===== src/rtl/mem_bridge_if.sv =====
// mem_bridge_if: CPU-side load/store handshake between the core (master) and mem_bridge (slave).
interface mem_bridge_if;
    logic        Memread;
    logic        Memwrite;
    logic [31:0] Addr;
    logic [31:0] Memout;
    logic [31:0] Memin;
    logic        mem_ready;
    logic        bus_err;
    modport master (output Memread, Memwrite, Addr, Memout, input Memin, mem_ready, bus_err);
    modport slave  (input Memread, Memwrite, Addr, Memout, output Memin, mem_ready, bus_err);
endinterface


===== src/rtl/mem_bridge.sv =====
// mem_bridge: runs CPU loads/stores against a synchronous word RAM or a two-word I/O window
// with uniform fixed latency, returning registered Memin plus one-cycle mem_ready/bus_err strobes.
module mem_bridge #(
    parameter int          RAM_AW      = 10,
    parameter int          WAIT_CYCLES = 2,
    parameter logic [31:0] IO_BASE     = 32'hFFFF0000
) (
    input  logic              clk,
    input  logic              rst,
    mem_bridge_if.slave       bus,
    output logic              ram_en,
    output logic              ram_we,
    output logic [RAM_AW-1:0] ram_addr,
    output logic [31:0]       ram_wdata,
    input  logic [31:0]       ram_rdata,
    output logic [15:0]       io_out
);
    typedef enum logic [1:0] {IDLE, ACCESS, RESP} state_t;
    typedef enum logic [1:0] {K_RAM, K_IO0, K_IO1, K_ERR} kind_t;

    state_t            r_state, w_next;
    kind_t             r_kind, w_kind;
    logic              r_rd, r_wr, w_accept, w_last;
    logic [RAM_AW-1:0] r_waddr;
    logic [31:0]       r_wdata, r_memin, r_cyc;
    logic [15:0]       r_io;
    logic [3:0]        r_wcnt;

    always_comb begin
        w_kind = (bus.Addr[1:0] != 2'b00 || (bus.Memread && bus.Memwrite)) ? K_ERR :
                 (bus.Addr[31:RAM_AW+2] == '0)                            ? K_RAM :
                 (bus.Addr == IO_BASE)                                    ? K_IO0 :
                 (bus.Addr == IO_BASE + 32'd4)                            ? K_IO1 : K_ERR;
    end

    always_comb begin
        w_next   = r_state;
        w_accept = 1'b0;
        case (r_state)
            IDLE: begin
                if (bus.Memread || bus.Memwrite) begin
                    w_next   = ACCESS;
                    w_accept = 1'b1;
                end
            end
            ACCESS:  w_next = (r_wcnt == 4'd0) ? RESP : ACCESS;
            default: w_next = IDLE;
        endcase
    end

    assign w_last        = (r_state == ACCESS) && (r_wcnt == 4'd0);
    assign ram_en        = (r_state == ACCESS) && (r_kind == K_RAM);
    // store data is written once, in the first ACCESS cycle
    assign ram_we        = ram_en && r_wr && (r_wcnt == 4'(WAIT_CYCLES));
    assign ram_addr      = r_waddr;
    assign ram_wdata     = r_wdata;
    assign io_out        = r_io;
    assign bus.Memin     = r_memin;
    assign bus.mem_ready = (r_state == RESP);
    assign bus.bus_err   = (r_state == RESP) && (r_kind == K_ERR);

    always_ff @(posedge clk or negedge rst) begin
        if (!rst) begin
            r_state <= IDLE;
            r_kind  <= K_RAM;
            r_rd    <= 1'b0;
            r_wr    <= 1'b0;
            r_waddr <= '0;
            r_wdata <= '0;
            r_memin <= '0;
            r_cyc   <= '0;
            r_io    <= '0;
            r_wcnt  <= '0;
        end else begin
            r_state <= w_next;
            r_cyc   <= r_cyc + 32'd1;
            if (w_accept) begin
                r_kind  <= w_kind;
                r_rd    <= bus.Memread;
                r_wr    <= bus.Memwrite;
                r_waddr <= bus.Addr[RAM_AW+1:2];
                r_wdata <= bus.Memout;
                r_wcnt  <= 4'(WAIT_CYCLES);
            end else if (r_state == ACCESS && r_wcnt != 4'd0) begin
                r_wcnt <= r_wcnt - 4'd1;
            end
            if (w_last) begin
                if (r_kind == K_ERR)
                    r_memin <= '0;
                else if (r_rd)
                    r_memin <= (r_kind == K_RAM) ? ram_rdata :
                               (r_kind == K_IO0) ? {16'h0, r_io} : r_cyc;
                if (r_kind == K_IO0 && r_wr)
                    r_io <= r_wdata[15:0];
            end
        end
    end
endmodule

===== src/flat_wrapper.sv =====
// flat-port wrapper written by rule: the top's interface ports become plain ports
module mem_bridge_flat 
#(
    parameter int          RAM_AW      = 10,
    parameter int          WAIT_CYCLES = 2,
    parameter logic [31:0] IO_BASE     = 32'hFFFF0000
)
  (clk, rst, ram_en, ram_we, ram_addr, ram_wdata, ram_rdata, io_out, bus_Memread, bus_Memwrite, bus_Addr, bus_Memout, bus_Memin, bus_mem_ready, bus_bus_err);
  mem_bridge_if bus_i ();
  input  logic clk;
  input  logic rst;
  output logic ram_en;
  output logic ram_we;
  output logic [RAM_AW-1:0] ram_addr;
  output logic [31:0] ram_wdata;
  input  logic [31:0] ram_rdata;
  output logic [15:0] io_out;
  input wire logic [$bits(bus_i.Memread)-1:0] bus_Memread;
  input wire logic [$bits(bus_i.Memwrite)-1:0] bus_Memwrite;
  input wire logic [$bits(bus_i.Addr)-1:0] bus_Addr;
  input wire logic [$bits(bus_i.Memout)-1:0] bus_Memout;
  output wire logic [$bits(bus_i.Memin)-1:0] bus_Memin;
  output wire logic [$bits(bus_i.mem_ready)-1:0] bus_mem_ready;
  output wire logic [$bits(bus_i.bus_err)-1:0] bus_bus_err;
  assign bus_i.Memread = bus_Memread;
  assign bus_i.Memwrite = bus_Memwrite;
  assign bus_i.Addr = bus_Addr;
  assign bus_i.Memout = bus_Memout;
  assign bus_Memin = bus_i.Memin;
  assign bus_mem_ready = bus_i.mem_ready;
  assign bus_bus_err = bus_i.bus_err;
  mem_bridge #(.RAM_AW(RAM_AW), .WAIT_CYCLES(WAIT_CYCLES), .IO_BASE(IO_BASE)) u_core (.clk(clk), .rst(rst), .bus(bus_i), .ram_en(ram_en), .ram_we(ram_we), .ram_addr(ram_addr), .ram_wdata(ram_wdata), .ram_rdata(ram_rdata), .io_out(io_out));
endmodule

===== config.mk =====
export PLATFORM = sky130hd
export DESIGN_NAME = mem_bridge_flat
export DESIGN_NICKNAME = d
export VERILOG_FILES = /design/src/rtl/mem_bridge_if.sv /design/src/rtl/mem_bridge.sv /design/src/flat_wrapper.sv
export SDC_FILE = /design/constraint.sdc
export NUM_CORES = 1
export LEC_CHECK = 0
export CAP_MARGIN = 25
export CORE_MARGIN = 2
export CORE_UTILIZATION = 46
export DETAILED_ROUTE_END_ITERATION = 7
export GPL_TIMING_DRIVEN = 0
export PLACE_DENSITY_LB_ADDON = 0.12
export SLEW_MARGIN = 0
export SYNTH_ARGS = -nofsm -noshare
export SYNTH_HDL_FRONTEND = slang
export SYNTH_SLANG_ARGS = --single-unit
export TNS_END_PERCENT = 20

===== constraint.sdc =====
create_clock -name clk -period 2.2 [get_ports clk]
set_clock_uncertainty 0.15 [all_clocks]
set_input_delay 0.44 -clock clk [delete_from_list [all_inputs] [get_ports clk]]
set_output_delay 0.44 -clock clk [all_outputs]
set_load 0.01 [all_outputs]

# After elaboration in Yosys (flattened, before gate mapping)
# Index checks and enable logic that the tools add are counted.
[word_totals] reg_bits=132 latch_bits=0 ram_bits=0 rom_bits=0 inputBits=100 out_inout_bits=94 wordCells=55 memories=0
[op_classes] add_sub_neg=2 mul=0 n_div=0 n_lt_le_gt_ge=0 eq_ne=8 n_shift=0 mux=15 n_bitwise=0 n_reduce_logical=20
[op_table] op="$mux W32" n=4
[op_table] op="$eq A32 B32 Y1 const B" n=2
[op_table] op="$add A32 B1 Y32 const B" n=1
[op_table] op="$logic_not A20 Y1" n=1
[op_table] op="$mux W2" n=5
[op_table] op="$logic_and A1 B1 Y1" n=8
[op_table] op="$mux W4" n=2
[op_table] op="$reduce_bool A2 Y1" n=3
[op_table] op="$eq A2 B1 Y1 const B" n=2
[op_table] op="$eq A2 B2 Y1 const B" n=2
[op_table] op="$eq A4 B2 Y1 const B" n=1
[op_table] op="$logic_not A2 Y1" n=2
[op_table] op="$logic_not A4 Y1" n=1
[op_table] op="$pmux W2 S2" n=1
[op_table] op="$reduce_and A2 Y1" n=2
[op_table] op="$reduce_bool A4 Y1" n=1
[op_table] op="$sub A4 B1 Y4 const B" n=1
[op_table] op="$mux W1" n=3
[op_table] op="$logic_or A1 B1 Y1" n=2
[op_table] op="$ne A2 B1 Y1 const B" n=1

# Longest topological paths before layout
[logic_depth] depth_word=5 depth_mapped=6 depth_no_buf=6

# Worst setup path after synthesis
# Ideal clock, no wire load.
[synth_timing] path_kind="register -> output" start="register u_core.r_kind[1]" end="output port ram_we" t_arrival_ps=1424 required_ps=1610 setup_slack_ps=186 stages_incl_launch_ff=5 n_path_buf=2 path_cell_list="dfrtp_1 > buf_2 > clkbuf_1 > nor3b_1 > and4_1"
[synth_via] elab_chain_len=4
[synth_rtl] element="start: declaration" line_no="mem_bridge.sv:22" rtl="kind_t r_kind, w_kind;"
[synth_rtl] element="start signal: assignment" line_no="mem_bridge.sv:78" rtl="r_kind <= w_kind;"
[synth_rtl] element="$logic_not A2 Y1" line_no="mem_bridge.sv:52" rtl="assign ram_en = (r_state == ACCESS) && (r_kind == K_RAM);"
[synth_rtl] element="$logic_and A1 B1 Y1" line_no="mem_bridge.sv:52"
[synth_rtl] element="via ram_en" line_no="flat_wrapper.sv:12" rtl="output logic ram_en;"
[synth_rtl] element="$logic_and A1 B1 Y1 (2 in a row)" line_no="mem_bridge.sv:54" rtl="assign ram_we = ram_en && r_wr && (r_wcnt == 4'(WAIT_CYCLES));"
[synth_rtl] element="end: declaration" line_no="flat_wrapper.sv:13" rtl="output logic ram_we;"
# The timed path passes the listed nets, and every way through them passes these cells.

# Final worst setup path
[layout_timing] start="register u_core.r_state[0]" end="output port bus_mem_ready"
[layout_via] elab_chain_len=1
[layout_rtl] element="start: declaration" line_no="mem_bridge.sv:21" rtl="state_t r_state, w_next;"
[layout_rtl] element="start signal: assignment" line_no="mem_bridge.sv:75" rtl="r_state <= w_next;"
[layout_rtl] element="$eq A2 B2 Y1" line_no="mem_bridge.sv:59" rtl="assign bus.mem_ready = (r_state == RESP);"
[layout_rtl] element="end: declaration" line_no="flat_wrapper.sv:23" rtl="output wire logic [$bits(bus_i.mem_ready)-1:0] bus_mem_ready;"
# Every way passes these cells.

==> results list <==
- Max Cap Viol: 0
- Maximum number of pins on one net before global-route repair: 75
- Count of nets after finishing: just under 800
* Met2 wirelength from detailed routing: around 7.6 mm
* Die area: between 10000 and 15000 um^2
- Detailed-routed wire length on met3: 1.22 mm
* Worst Hold Margin: 0.324 ns
- Synth Net Count: 569
- The number of clock buffers added by TritonCTS is 17.
- The detail route stage leaves a number of antenna-violating nets equal to 0.
- The area growth from synthesis to layout is 47.7%.
- Worst setup timing slack at the placement stage: -0.412 ns
- The final number of hold-violating endpoints came to 0.
* Number of global-route vias before repair: ~5000
* Outcome: complete, no violations
- Global-route total usage across every layer: 0.232
- FP Rows: around 40
- For this block, wires on met1 add up to ~6.2 mm.
- Crit-path max FO: 4
- TritonCTS built the clock tree.
* Cell chain of the critical path: nor2b_1 > clkdlybuf4s50_1
* Path type of the worst setup path: flop to primary output
* Maximum count of clock buffers along a single path: 2
- For this run, the number of Yosys warnings is 0.
* Placeable core region: ~13000 um^2
* Total placed cells including tap cells: between 800 and 900
- At the end of the flow the core is filled with cells to 0.697.
- After routing, the total negative slack on setup checks comes to 0 ns.
- Data on the critical path arrives at its endpoint at between 1.5 and 2 ns.
- Setup repair after global routing could not meet its margin everywhere.
- H-tree levels: 4
- Cell area after synthesis: roughly 6000 um^2
- Number of clock sinks: about 130
* Final design instance area without fill: 8830 um^2
- Detailed placement finished with a half-perimeter wire length of 11.5 mm.
* Delay contributed by the slowest stage of the critical path: approximately 0.57 ns
- In this run the static leakage power is between 4 and 5 nW.
- Final Power: roughly 8.6 mW
- Vias after detailed routing: about 4500
* Quantity of I/O buffers inserted on ports: 193
- Most used cells in the layout excluding fill and tap cells: sky130_fd_sc_hd__clkdlybuf4s50_1 (189), sky130_fd_sc_hd__dfrtp_1 (130), sky130_fd_sc_hd__mux2_2 (91), sky130_fd_sc_hd__mux2i_1 (32), sky130_fd_sc_hd__nand2_1 (26)
- Based on the critical path, the design can be clocked at up to 463 MHz.
- Post-route DRC violation count: 0
* Post-layout minimum cycle time: about 2.2 ns
* Post-DR vias/cell: between 5 and 6
- Among all stages on the critical path, the largest delay is contributed by sky130_fd_sc_hd__clkdlybuf4s50_1.
- The worst hold path belongs to the class flop to flop.
- Final worst setup slack: between 0.04 and 0.05 ns
- Crit path required time: about 1.6 ns
* Final Setup Violations: 0
- Worst-margin pin slew: about 0.56 ns
- Of the synthesized area, sequential elements account for 0.552.
* Later-pin clock latency in the skew report: 0.42 ns
- Leaving out fill and tap cells, the most frequent cell in the layout is sky130_fd_sc_hd__clkdlybuf4s50_1.
* Die Wd: roughly 120 um
- The repair_antennas step left the layout with diodes totalling 0.
- Cell area after placement: 8160 um^2
- Synthesis inferred around 130 register bits.
- The floorplan step set the die height to ~120 um.
- After global routing the overflow that remains totals 0.
- Final weighted congestion of routability-driven global placement: approximately 0.81
* Cell count after synthesis: around 470
- STA classifies the critical path startpoint as a flop.
* Final cell count without fillers: slightly below 900
- Clock-pin transition on the worst setup and hold timing paths: about 0.05 ns
* Peak supply drop: between 0.6 and 0.7 mV
- The routed design has between 15 and 20 mm of wire.
- In this run the count of I/O pins placed on the die edge is roughly 190.
- Detail-routed net length per standard cell: about 18 um
- Highest Signal Layer: met4
* Avg Synthesized Cell Area: between 10 and 15 um^2
* Global-route wire length before repair: 25.2 mm
- Power spread over the standard cell area amounts to 976 nW/um^2.
- Iteration-0 DRC Markers: about 140
- Of the available clock period, the critical path in the final layout requires 0.982.
* Slew headroom: 0.630
- Counting distinct cell types in the post-synthesis netlist gives 42.
- Share of layout cells above drive strength 1: 0.233
* Initial cell density of the core: 0.472
- Router iterations before antenna repair: 4
- The cell sitting at the root of the clock tree is a sky130_fd_sc_hd__clkbuf_16.
- The final count of pins violating max slew was 0.
- Initial antenna violation count: 0
- Capturing element type of the critical path: primary output
where the power goes:
group | leakage [nW] | total, mW | switching [mW] | internal, mW
Sequential | 1.71 | 3.28 | 0.341 | 2.94
Combinational | 2.02 | 2.72 | 1.08 | 1.63
Clock | 0.279 | 2.62 | 0.991 | 1.63
kinds of logic after synthesis:
logic type,after synthesis,share of synthesized area
adders and majority gates,3,0.00628
xor gates and xnor gates,34,0.0498
DFF,132,0.552
buffers and inverters,28,0.0230
AOI/OAI and AO/OA,22,0.0215
muxes,124,0.227
and+or+nand+nor,123,0.120
state kept, by name, summed over array words and instances (netlist names):
name / cells
u_core.r_state: 2
u_core.bus.Memin: 32
u_core.r_cyc: 32
u_core.r_rd: 1
u_core.ram_addr: 10
u_core.r_wr: 1
u_core.r_wcnt: 4
u_core.ram_wdata: 32
u_core.io_out: 16
u_core.r_kind: 2
critical path, delay by kind of cell (launching register included):
| family | cells | cell delay (ns) |
|---|---|---|
| DFF | 1 | 0.44 |
| and+or+nand+nor | 1 | 0.15 |
| buffers and inverters | 1 | 0.57 |
path summary, 6_finish.rpt:
kind | depth (start not counted) | slack, ns | end | start
min in group asynchronous | 2 | 0.41 | u_core.bus.Memin[28] | rst
min reg2reg | 1 | 0.32 | u_core.r_cyc[0] | u_core.r_cyc[0]
max in group asynchronous | 3 | 0.74 | u_core.io_out[2] | rst
min | 1 | 0.32 | u_core.r_cyc[0] | u_core.r_cyc[0]
max | 2 | 0.04 | bus_mem_ready | u_core.r_state[0]
max reg2reg | 6 | 0.11 | u_core.io_out[10] | u_core.r_wcnt[0]
cells in the mapped netlist:
master                     count  share of area
sky130_fd_sc_hd__and4_1        7          0.010
sky130_fd_sc_hd__nor4_1        7         0.0073
sky130_fd_sc_hd__nor2_1       25          0.016
sky130_fd_sc_hd__nor3_4        1         0.0027
sky130_fd_sc_hd__nor2b_1       2         0.0021
sky130_fd_sc_hd__and3_1        5         0.0052
sky130_fd_sc_hd__nor3b_1       1         0.0013
sky130_fd_sc_hd__o21ai_1       1        0.00084
sky130_fd_sc_hd__mux2_2       91           0.17
sky130_fd_sc_hd__buf_2        11         0.0092
sky130_fd_sc_hd__clkbuf_1      6         0.0038
sky130_fd_sc_hd__a211o_1       1         0.0015
sky130_fd_sc_hd__or4_1         1         0.0013
sky130_fd_sc_hd__a41oi_1       2         0.0029
sky130_fd_sc_hd__a21oi_1       1        0.00084
sky130_fd_sc_hd__and2_1        5         0.0052
sky130_fd_sc_hd__nor3_1        2         0.0017
sky130_fd_sc_hd__nand4b_1      5         0.0073
sky130_fd_sc_hd__o22a_1        2         0.0029
sky130_fd_sc_hd__nor4_4        1         0.0036
sky130_fd_sc_hd__xor2_1        9          0.013
sky130_fd_sc_hd__buf_4         3         0.0038
sky130_fd_sc_hd__xnor2_1      25          0.037
sky130_fd_sc_hd__inv_1         7         0.0044
sky130_fd_sc_hd__o21ai_0      15          0.013
sky130_fd_sc_hd__nand3_1      13          0.011
sky130_fd_sc_hd__nand2b_1      1         0.0010
sky130_fd_sc_hd__or2_2         2         0.0021
sky130_fd_sc_hd__nand2_1      26          0.016
sky130_fd_sc_hd__nor3_2        3         0.0050
sky130_fd_sc_hd__ha_1          3         0.0063
sky130_fd_sc_hd__mux2_1        1         0.0019
sky130_fd_sc_hd__nor2_2        1         0.0010
sky130_fd_sc_hd__and2b_2       1         0.0015
sky130_fd_sc_hd__or4bb_1       1         0.0019
sky130_fd_sc_hd__nand4_1      10          0.010
sky130_fd_sc_hd__mux2i_1      32          0.054
sky130_fd_sc_hd__buf_6         1         0.0019
sky130_fd_sc_hd__or3b_2        1         0.0015
sky130_fd_sc_hd__nand4_2       1         0.0021
sky130_fd_sc_hd__dfrtp_1     132           0.55
sky130_fd_sc_hd__nand3_4       1         0.0029
what timing repair did:
action                                  4_1_cts  5_1_grt
hold endpoints to repair                     58        0
gates resized for setup                      25        4
endpoints found under the setup margin        3        7
buffers inserted                              7        0
pin swaps                                     2        2
hold buffers                                  1        0
cell type report:
cell class | count | area (um^2)
flip-flops and latches | 132 | 3310
multi-input cells | 306 | 2560
clock buffers | 22 | 474
plain buffers | 20 | 160
well taps | 172 | 215
fillers | 965 | 3840
inverters | 7 | 26.3
clock inverters | 10 | 81.3
repair buffers | 202 | 2010
layer usage:
| metal | GRT usage | vias to the layer above |
|---|---|---|
| li1 | - | 2099 |
| met1 | 0.273 | 2220 |
| met2 | 0.387 | 144 |
| met3 | 0.0862 | 26 |
| met4 | 0.0896 | 0 |
| met5 | 0 | - |
No activity file was read; power rests on OpenSTA's default activity.
